[src/rtl/pdm_pkg.sv]
// Shared definitions for the PDM-to-PCM decimator: width derivation, warm-up states, input map.
package pdm_pkg;

  function automatic int clog2(input int v);
    int r;
    r = 0;
    for (int i = 0; i < 31; i++) begin
      if ((1 << i) < v) r = i + 1;
    end
    return r;
  endfunction

  // Two integrator stages of log2(R) growth each, plus sign and the +R^2 headroom bit.
  function automatic int acc_w(input int decim);
    return 2 * clog2(decim) + 2;
  endfunction

  function automatic int pcm_shift(input int decim, input int out_w);
    return out_w - 1 - 2 * clog2(decim);
  endfunction

  typedef enum logic [1:0] {
    WARM0,
    WARM1,
    RUN
  } warm_e;

  localparam int X_POS = 1;
  localparam int X_NEG = -1;

endpackage

[src/rtl/pdm_salida_hs.sv]
// Single-entry valid/ready output register; a sample arriving while full is dropped
// and latches a sticky overrun flag (a drop beats a simultaneous clear).
module pdm_salida_hs #(
  parameter int W = 16
) (
  input  logic         clk,
  input  logic         reset,
  input  logic         flush_i,
  input  logic         smp_vld_i,
  input  logic [W-1:0] smp_dat_i,
  input  logic         out_rdy_i,
  input  logic         clr_ovr_i,
  output logic [W-1:0] out_dat_o,
  output logic         out_vld_o,
  output logic         ovr_o
);

  logic         vld_q, vld_d;
  logic         ovr_q, ovr_d;
  logic [W-1:0] dat_q, dat_d;
  logic         load, drop;

  always_comb begin
    load  = smp_vld_i & (~vld_q | out_rdy_i);
    drop  = smp_vld_i & vld_q & ~out_rdy_i;
    dat_d = load ? smp_dat_i : dat_q;
    vld_d = load | (vld_q & ~out_rdy_i);
    ovr_d = drop | (ovr_q & ~clr_ovr_i);
  end

  always_ff @(posedge clk or posedge reset) begin
    if (reset) begin
      vld_q <= 1'b0;
      ovr_q <= 1'b0;
      dat_q <= '0;
    end else if (flush_i) begin
      vld_q <= 1'b0;
      ovr_q <= 1'b0;
      dat_q <= '0;
    end else begin
      vld_q <= vld_d;
      ovr_q <= ovr_d;
      dat_q <= dat_d;
    end
  end

  assign out_dat_o = dat_q;
  assign out_vld_o = vld_q;
  assign ovr_o     = ovr_q;

endmodule

[src/rtl/pdm_decimador.sv]
// 2nd-order CIC decimator turning a strobed 1-bit PDM stream into signed PCM.
// Sample is valid 2 clk after the frame-end strobe; output register drops on overrun.
module pdm_decimador
  import pdm_pkg::*;
#(
  parameter int DECIM = 64,
  parameter int OUT_W = 16
) (
  input  logic             clk,
  input  logic             reset,
  input  logic             run,
  input  logic             pdm_bit,
  input  logic             pdm_en,
  output logic [OUT_W-1:0] pcm_data,
  output logic             pcm_valid,
  input  logic             pcm_ready,
  output logic             overrun,
  input  logic             clr_ovr
);

  localparam int L     = clog2(DECIM);
  localparam int ACC_W = acc_w(DECIM);
  localparam int SHIFT = pcm_shift(DECIM, OUT_W);
  localparam logic [ACC_W-1:0] FULL_SCALE = ACC_W'(DECIM * DECIM);
  localparam logic [2*L:0]     MAX_POS    = (2*L+1)'(DECIM * DECIM - 1);
  localparam logic [L-1:0]     LAST_PHASE = L'(DECIM - 1);

  if (DECIM < 4 || (DECIM & (DECIM - 1)) != 0 || 2 * L > OUT_W - 1) begin : g_bad_param
    $error("pdm_decimador: DECIM must be a power of two in [4, 2**((OUT_W-1)/2)]");
  end

  logic [ACC_W-1:0] i1_q, i2_q, d1_q, d2_q;
  logic [ACC_W-1:0] x, i1_d, i2_d, c1_d, c2_d;
  logic [L-1:0]     phase_q;
  logic             frame_q;
  warm_e            warm_q;
  logic             smp_vld_q;
  logic [OUT_W-1:0] smp_q, pcm_d;
  logic [2*L:0]     sat_d;
  logic             accept;

  assign accept = run & pdm_en;
  assign x      = pdm_bit ? ACC_W'(X_POS) : ACC_W'(X_NEG);
  assign i1_d   = i1_q + x;
  assign i2_d   = i2_q + i1_d;
  assign c1_d   = i2_q - d1_q;
  assign c2_d   = c1_d - d2_q;
  // Only +R^2 overflows the signed output range; -R^2 maps exactly to full negative scale.
  assign sat_d  = (c2_d == FULL_SCALE) ? MAX_POS : c2_d[2*L:0];
  assign pcm_d  = OUT_W'(sat_d) << SHIFT;

  always_ff @(posedge clk or posedge reset) begin
    if (reset) begin
      i1_q    <= '0;
      i2_q    <= '0;
      phase_q <= '0;
      frame_q <= 1'b0;
    end else if (!run) begin
      i1_q    <= '0;
      i2_q    <= '0;
      phase_q <= '0;
      frame_q <= 1'b0;
    end else begin
      frame_q <= accept && (phase_q == LAST_PHASE);
      if (accept) begin
        i1_q    <= i1_d;
        i2_q    <= i2_d;
        phase_q <= phase_q + L'(1);
      end
    end
  end

  // Comb stage and warm-up FSM: the first two comb results only prime the delays.
  always_ff @(posedge clk or posedge reset) begin
    if (reset) begin
      d1_q      <= '0;
      d2_q      <= '0;
      warm_q    <= WARM0;
      smp_vld_q <= 1'b0;
      smp_q     <= '0;
    end else if (!run) begin
      d1_q      <= '0;
      d2_q      <= '0;
      warm_q    <= WARM0;
      smp_vld_q <= 1'b0;
      smp_q     <= '0;
    end else begin
      smp_vld_q <= 1'b0;
      if (frame_q) begin
        d1_q <= i2_q;
        d2_q <= c1_d;
        case (warm_q)
          WARM0: warm_q <= WARM1;
          WARM1: warm_q <= RUN;
          RUN: begin
            smp_vld_q <= 1'b1;
            smp_q     <= pcm_d;
          end
          default: warm_q <= WARM0;
        endcase
      end
    end
  end

  pdm_salida_hs #(
    .W(OUT_W)
  ) u_salida (
    .clk       (clk),
    .reset     (reset),
    .flush_i   (!run),
    .smp_vld_i (smp_vld_q),
    .smp_dat_i (smp_q),
    .out_rdy_i (pcm_ready),
    .clr_ovr_i (clr_ovr),
    .out_dat_o (pcm_data),
    .out_vld_o (pcm_valid),
    .ovr_o     (overrun)
  );

endmodule

[config.mk]
export PLATFORM = sky130hd
export DESIGN_NAME = pdm_decimador
export DESIGN_NICKNAME = d
export VERILOG_FILES = /design/src/rtl/pdm_pkg.sv /design/src/rtl/pdm_salida_hs.sv /design/src/rtl/pdm_decimador.sv
export SDC_FILE = /design/constraint.sdc
export NUM_CORES = 1
export LEC_CHECK = 0
export CELL_PAD_IN_SITES_DETAIL_PLACEMENT = 0
export CELL_PAD_IN_SITES_GLOBAL_PLACEMENT = 1
export CORE_MARGIN = 5
export CORE_UTILIZATION = 49
export CTS_CLUSTER_DIAMETER = 60
export DETAILED_ROUTE_END_ITERATION = 6
export PLACE_DENSITY = 0.91
export SYNTH_ARGS = -nofsm -noshare
export SYNTH_HDL_FRONTEND = slang
export SYNTH_SLANG_ARGS = --single-unit
[constraint.sdc]
create_clock -name clk -period 4.35 [get_ports clk]
set_input_delay 0.87 -clock clk [delete_from_list [all_inputs] [get_ports clk]]
set_output_delay 0.87 -clock clk [all_outputs]
set_load 0.005 [all_outputs]
==> Word level (Yosys, flattened, before mapping) <==
Index checks and enable logic that the tools add are counted.
{ "classes": {"muxes": 26, "n_bitwise": 12, "reduce_logical": 4, "add_sub_neg": 5, "eq_ne": 9} }
{ "op_table": {"columns": ["op", "n"], "rows": [
  ["14-bit two-way mux", 9],
  ["16-bit two-way mux", 5],
  ["14-bit adder", 2],
  ["14-bit subtractor", 2],
  ["14-bit by 13-bit equality test with 1-bit output, second input constant", 1],
  ["13-bit two-way mux", 1],
  ["6-bit two-way mux", 2],
  ["2-bit by 1-bit inequality test with 1-bit output, second input constant", 4],
  ["6-bit by 1-bit adder with 6-bit output, second input constant", 1],
  ["1-bit bitwise AND", 6],
  ["6-bit equality test, second input constant", 1],
  ["1-bit two-way mux", 6],
  ["2-bit one-hot mux with 3 select lines", 1],
  ["2-bit two-way mux", 2],
  ["2-bit AND reduction", 2],
  ["1-bit NOT", 3],
  ["1-bit bitwise OR", 3],
  ["2-bit by 1-bit equality test with 1-bit output, second input constant", 1],
  ["2-bit equality test, second input constant", 1],
  ["2-bit zero test", 1],
  ["2-bit inequality test, second input constant", 1],
  ["1-bit logical AND", 1]
]} }
{ "word_totals": {"register_bits": 100, "in_bits": 7, "output_inout_bits": 18, "word_cells": 68} }

==> Longest topological paths before layout <==
{ "logic_depth": {"word_depth": 7, "ltp_mapped": 21, "ltp_nobuf": 20} }

==> By module <==
Synthesis repeated with hierarchy kept, for this count alone.
{ "unflattened": {"cells_unflattened": 688, "area_unflattened_um2": 6463.7} }
{ "by_module_without_submodules": {"columns": ["module", "area_per_inst_um2", "seq_area_each_um2", "instances", "cells_each"], "rows": [
  ["pdm_decimador", 5561.6, 1976.9, 1, 609],
  ["pdm_salida_hs", 902.1, 450.4, 1, 79]
]} }

==> Worst setup path before layout <==
OpenSTA, ideal clock, no wires.
{ "synth_timing": {"kind": "in2reg", "start": "input port pdm_bit", "end": "register i2_q[13]", "cell_stages": 18, "arrival_ns": 4.119, "required_ns": 4.218, "setup_slack_ns": 0.099, "path_buffers": 0, "setup_time_ns": 0.132, "path_cell_list": "inv_1 > ha_1 > nor2b_1 > o21ai_1 > a21boi_0 > o211ai_1 > a21oi_1 > a2111oi_0 > o21bai_1 > a21oi_1 > xnor2_1 > ha_1 > a21o_1 > a31oi_1 > xnor2_1 > nand2_1 > xor2_1 > nor2_1"} }
{ "synth_via": {"elab_chain_len": 5} }
{ "synth_lines": {"columns": ["item", "line_no", "text"], "rows": [
  ["start: declaration", "pdm_decimador.sv:12", "input logic pdm_bit,"],
  ["14-bit two-way mux", "pdm_decimador.sv:43", "assign x = pdm_bit ? ACC_W'(X_POS) : ACC_W'(X_NEG);"],
  ["14-bit adder", "pdm_decimador.sv:44", "assign i1_d = i1_q + x;"],
  ["14-bit adder", "pdm_decimador.sv:45", "assign i2_d = i2_q + i1_d;"],
  ["14-bit two-way mux", "pdm_decimador.sv:65", "if (accept) begin"],
  ["14-bit two-way mux", "pdm_decimador.sv:58", "end else if (!run) begin"],
  ["end signal: assignment", "pdm_decimador.sv:67", "i2_q <= i2_d;"],
  ["end: declaration", "pdm_decimador.sv:32", "logic [ACC_W-1:0] i1_q, i2_q, d1_q, d2_q;"]
]} }
Every way passes these cells. The select of a mux whose other input is x is not followed.
A chain may end at the register's enable or synchronous reset.

==> Worst setup path in the final report <==
{ "layout_timing": {"start": "register i2_q[1]", "end": "register smp_q[13]"} }
{ "layout_via": {"elab_chain_len": 7} }
{ "layout_lines": {"columns": ["item", "line_no", "text"], "rows": [
  ["14-bit subtractor *", "pdm_decimador.sv:46", "assign c1_d = i2_q - d1_q;"],
  ["14-bit subtractor *", "pdm_decimador.sv:47", "assign c2_d = c1_d - d2_q;"],
  ["14-bit by 13-bit equality test with 1-bit output", "pdm_decimador.sv:49", "assign sat_d = (c2_d == FULL_SCALE) ? MAX_POS : c2_d[2*L:0];"],
  ["13-bit two-way mux *", "pdm_decimador.sv:49", null],
  ["16-bit two-way mux *", "pdm_decimador.sv:92", "case (warm_q)"],
  ["16-bit two-way mux *", "pdm_decimador.sv:89", "if (frame_q) begin"],
  ["16-bit two-way mux *", "pdm_decimador.sv:81", "end else if (!run) begin"],
  ["end signal: assignment", "pdm_decimador.sv:97", "smp_q <= pcm_d;"],
  ["end: declaration", "pdm_decimador.sv:38", "logic [OUT_W-1:0] smp_q, pcm_d;"]
]} }
Every way passes the cells marked *; elsewhere a longest branch is shown, timed or not. The select of a mux whose other input is x is not followed.

==> out/qor.txt <==
worst clock skew on the final layout - 5.690 ps
worst supply voltage drop on vdd - 412.0 uV
Yosys cell types - 59
hold path startpoint - smp_q[13]
post-synthesis register bit count - 94
capture instance of the worst register-to-register path - smp_q[13]
ratio of routed vias to standard cells - 5.430
Worst EP required - 4590 ps
count of cells along the worst register-to-register path - 16
count of TritonRoute iterations in the first routing pass - 4
Setup WS pre-CTS - -379.4 ps
H-tree levels - 3
root buffer cell - sky130_fd_sc_hd__clkbuf_16
share of layout cells above drive strength 1 - 17.94%
CP Capture Type - flip-flop
Hold EP - smp_q[13]
relative max-transition margin - 34.83%
library cell contributing the largest single delay on the critical path - sky130_fd_sc_hd__dfrtp_2
clock transition at the registers of the reported paths - 60 ps
Detail Placement HPWL - 9420 microns
Max Fanout on Critical Path - 6
final RePlAce weighted congestion - 0.8694
filler instances - 1012
cell area power density - 770.3 mW/mm^2
Setup WS post-layout - 137.2 ps
number of buffers added by the clock tree synthesis step - 9
total of buffers placed on input and output ports - 21
final critical-path required period - 4213 ps
average footprint of a synthesized cell - 9.726 sq um
Chip Height - 121.8 microns
final count of pins violating max slew - 0
Hold Fails Final Rpt - 0
count of hold-fix buffers inserted at cts - 0
Antenna Violating Nets Remaining - 0
drt drc - 0
classification of the worst setup path - flip-flop to flip-flop
flop2flop setup slack - 140 ps
status - finished, final reports clean
worst-margin pin slew - 977.5 ps
total of warnings raised by yosys - 0
DIE AREA - 0.01484 sq mm
diode insertion count for antenna repair - 0
final-report setup violation count - 0
final std cell area, no fill - 0.007405 sq mm
leading cell types in the layout, fill and taps excluded - sky130_fd_sc_hd__dfrtp_1 (93), sky130_fd_sc_hd__nor2_1 (80), sky130_fd_sc_hd__buf_4 (62), sky130_fd_sc_hd__mux2i_1 (48), sky130_fd_sc_hd__inv_1 (46)
CTS tree - done
sort of element at the start of the critical path - flip-flop
die extent in x - 121.8 microns
number of antenna violations at the first check in global routing - 0
global-route wire length before repair - 21380 microns
clk_lat worst skew - 350 ps
combined flip-flop and latch cell area - 0.002354 sq mm
count of boundary I/O pins - 25
Buf/Inv on CP - 0
area taken by multi-input logic gates - 0.003701 sq mm
Syn Inst Count - 630
f_max - 0.2374 GHz
launch instance of the worst register-to-register path - i2_q[1]
global-route total usage across every layer - 17.60%
number of standard-cell rows in the floorplan - 40
most used flip-flop cell after synthesis - sky130_fd_sc_hd__dfrtp_1
placed cell area - 0.006825 sq mm
Area Growth Syn to Fin - 20.85%
maximum number of pins on one net before global-route repair - 44
share of the yosys chip area belonging to registers - 38.39%
via count of the first global-routing pass - 4810
cell family with most CP delay - compound AO/OA/AOI/OAI gates
CP peak stage delay - 440 ps
reported max-cap violation count - 0
worst-path cell chain - ha_1 -> nor2b_1 -> o31a_1 -> or4_4 -> a31oi_4 -> o21ai_2 -> xor2_1 -> ha_1 -> a21o_1 -> a21oi_2 -> o221ai_2 -> a21oi_2 -> xor2_2 -> xnor2_2 -> and4b_2 -> a211o_1
worst hold path class - flip-flop to flip-flop
combined area of all synthesized cells - 0.006127 sq mm
initial core utilization - 50.59%
DRT iter0 DRCs - 269
Hold Path Cell Cnt - 1
most common library cell in the layout ignoring fill and taps - sky130_fd_sc_hd__dfrtp_1
Tcrit/Tclk final - 96.85%
grt total ovfl - 0
Setup Total Neg Slack - 0 ps
post-layout net count - 767
count of clock tree sinks - 94
EDFF count, synth - 0
Leakage - 0.003414 uW
number of vias after detailed routing - 4757
average wire length per cell after detail routing - 14.81 microns
share of the core filled with cells - 61.14%
data arrival time of the critical path - 4450 ps
clock buffer depth - 2
proportion of synthesized flip-flops having asynchronous set or reset - 100.0%
area of the core - 0.01211 sq mm
total power after layout - 5704 uW
Final Routed Wirelength - 12970 microns
[worst register-to-register path: cells and delay by family (launching register included)]
family / cells / cell delay (ps)
compound gates: 8 / 1630
xor+xnor: 3 / 490
fa+ha+maj: 2 / 660
flops: 1 / 440
simple gates: 3 / 880
[routing by layer]
layer	global-route usage (%)	vias up	routed length, microns
li1	-	2369	-
met1	20.26	2309	5529
met2	32.08	55	6832
met3	3.993	24	340
met4	6.022	0	269
met5	0	-	0
[through the flow]
step           hold slack (ps)  std cells
2_1_floorplan            459.7        632
3_3_place_gp             469.8        848
3_5_place_dp             480.0        848
4_1_cts                  495.2        863
5_1_grt                  512.2        876
6_report                 492.8        876
[power by group]
part	internal, uW	leakage [uW]	total, uW	switching, uW
clock	387	0.000124	735	348
sequential	948	0.00129	1040	88.1
combinational	1880	0.00200	3930	2050
total	3210	0.00341	5700	2490
[what timing repair did]
item	CTS	global route
pin swaps	0	30
endpoints found under the hold margin	0	0
cloned	0	1
buffers inserted	0	12
setup endpoints to repair	1	17
resized for setup	2	41
[registers in the layout (all words and copies together), names as in the netlist, 2 cells and up]
signal and cells:
i2_q 14, smp_q 13, d1_q 14, d2_q 14, phase_q 6, i1_q 14, u_salida.out_dat_o 13, warm_q 2
[kinds of logic (layout without fill, tap and decap cells)]
family | Yosys count | in the layout | synth area share (%)
simple gates | 170 | 171 | 13.17
compound gates | 135 | 135 | 16.26
flops | 94 | 94 | 38.39
buf+inv | 73 | 148 | 4.778
fa+ha+maj | 56 | 56 | 11.93
xor+xnor | 53 | 53 | 7.576
mux | 48 | 48 | 7.842
other cells | 1 | 3 | 0.06120
[worst max path at each step]
stage,start,end,slack (ps),cells after the start
floorplan,pdm_bit,i2_q[13],100,18
global placement,pdm_bit,i2_q[13],-250,20
detailed placement,pdm_bit,i2_q[13],-380,20
CTS,pdm_bit,i2_q[13],8,20
global route,i2_q[1],smp_q[8],-10,15
finish,i2_q[1],smp_q[13],140,16
[cell usage after synthesis, types with 3 or more instances]
master	instances	share of area, %
sky130_fd_sc_hd__nor2b_1	12	1.2
sky130_fd_sc_hd__nand2b_1	10	1.0
sky130_fd_sc_hd__a31o_2	3	0.43
sky130_fd_sc_hd__xor2_1	22	3.1
sky130_fd_sc_hd__a21oi_1	30	2.5
sky130_fd_sc_hd__clkbuf_1	15	0.92
sky130_fd_sc_hd__mux2i_1	48	7.8
sky130_fd_sc_hd__dfrtp_1	94	38
sky130_fd_sc_hd__fa_1	4	1.3
sky130_fd_sc_hd__ha_1	52	11
sky130_fd_sc_hd__nand2_1	25	1.5
sky130_fd_sc_hd__a22o_1	13	1.9
sky130_fd_sc_hd__and3_1	3	0.31
sky130_fd_sc_hd__o21ai_0	15	1.2
sky130_fd_sc_hd__nand3_1	13	1.1
sky130_fd_sc_hd__o221ai_1	4	0.57
sky130_fd_sc_hd__xnor2_1	31	4.4
sky130_fd_sc_hd__nand3b_1	5	0.61
sky130_fd_sc_hd__nand4_1	5	0.51
sky130_fd_sc_hd__a31oi_1	3	0.31
sky130_fd_sc_hd__a211o_1	3	0.43
sky130_fd_sc_hd__nor2_1	80	4.9
sky130_fd_sc_hd__o21bai_1	6	0.74
sky130_fd_sc_hd__o21a_1	6	0.74
sky130_fd_sc_hd__a221o_1	10	1.6
sky130_fd_sc_hd__a21o_1	13	1.6
sky130_fd_sc_hd__nor3_1	9	0.74
sky130_fd_sc_hd__buf_4	3	0.37
sky130_fd_sc_hd__inv_1	49	3.0
sky130_fd_sc_hd__a211oi_1	5	0.61
sky130_fd_sc_hd__o31ai_1	5	0.61
sky130_fd_sc_hd__buf_1	5	0.31
[area by class of cell]
type	instances	share of cell area, %
multi-input combinational	466	49.98
sequential	94	31.78
timing repair buffer	84	9.243
clock buffer	9	3.042
tap	168	2.839
inverter	49	2.501
clock inverter	6	0.6083
Note: power is estimated with default switching activity, not from simulation.
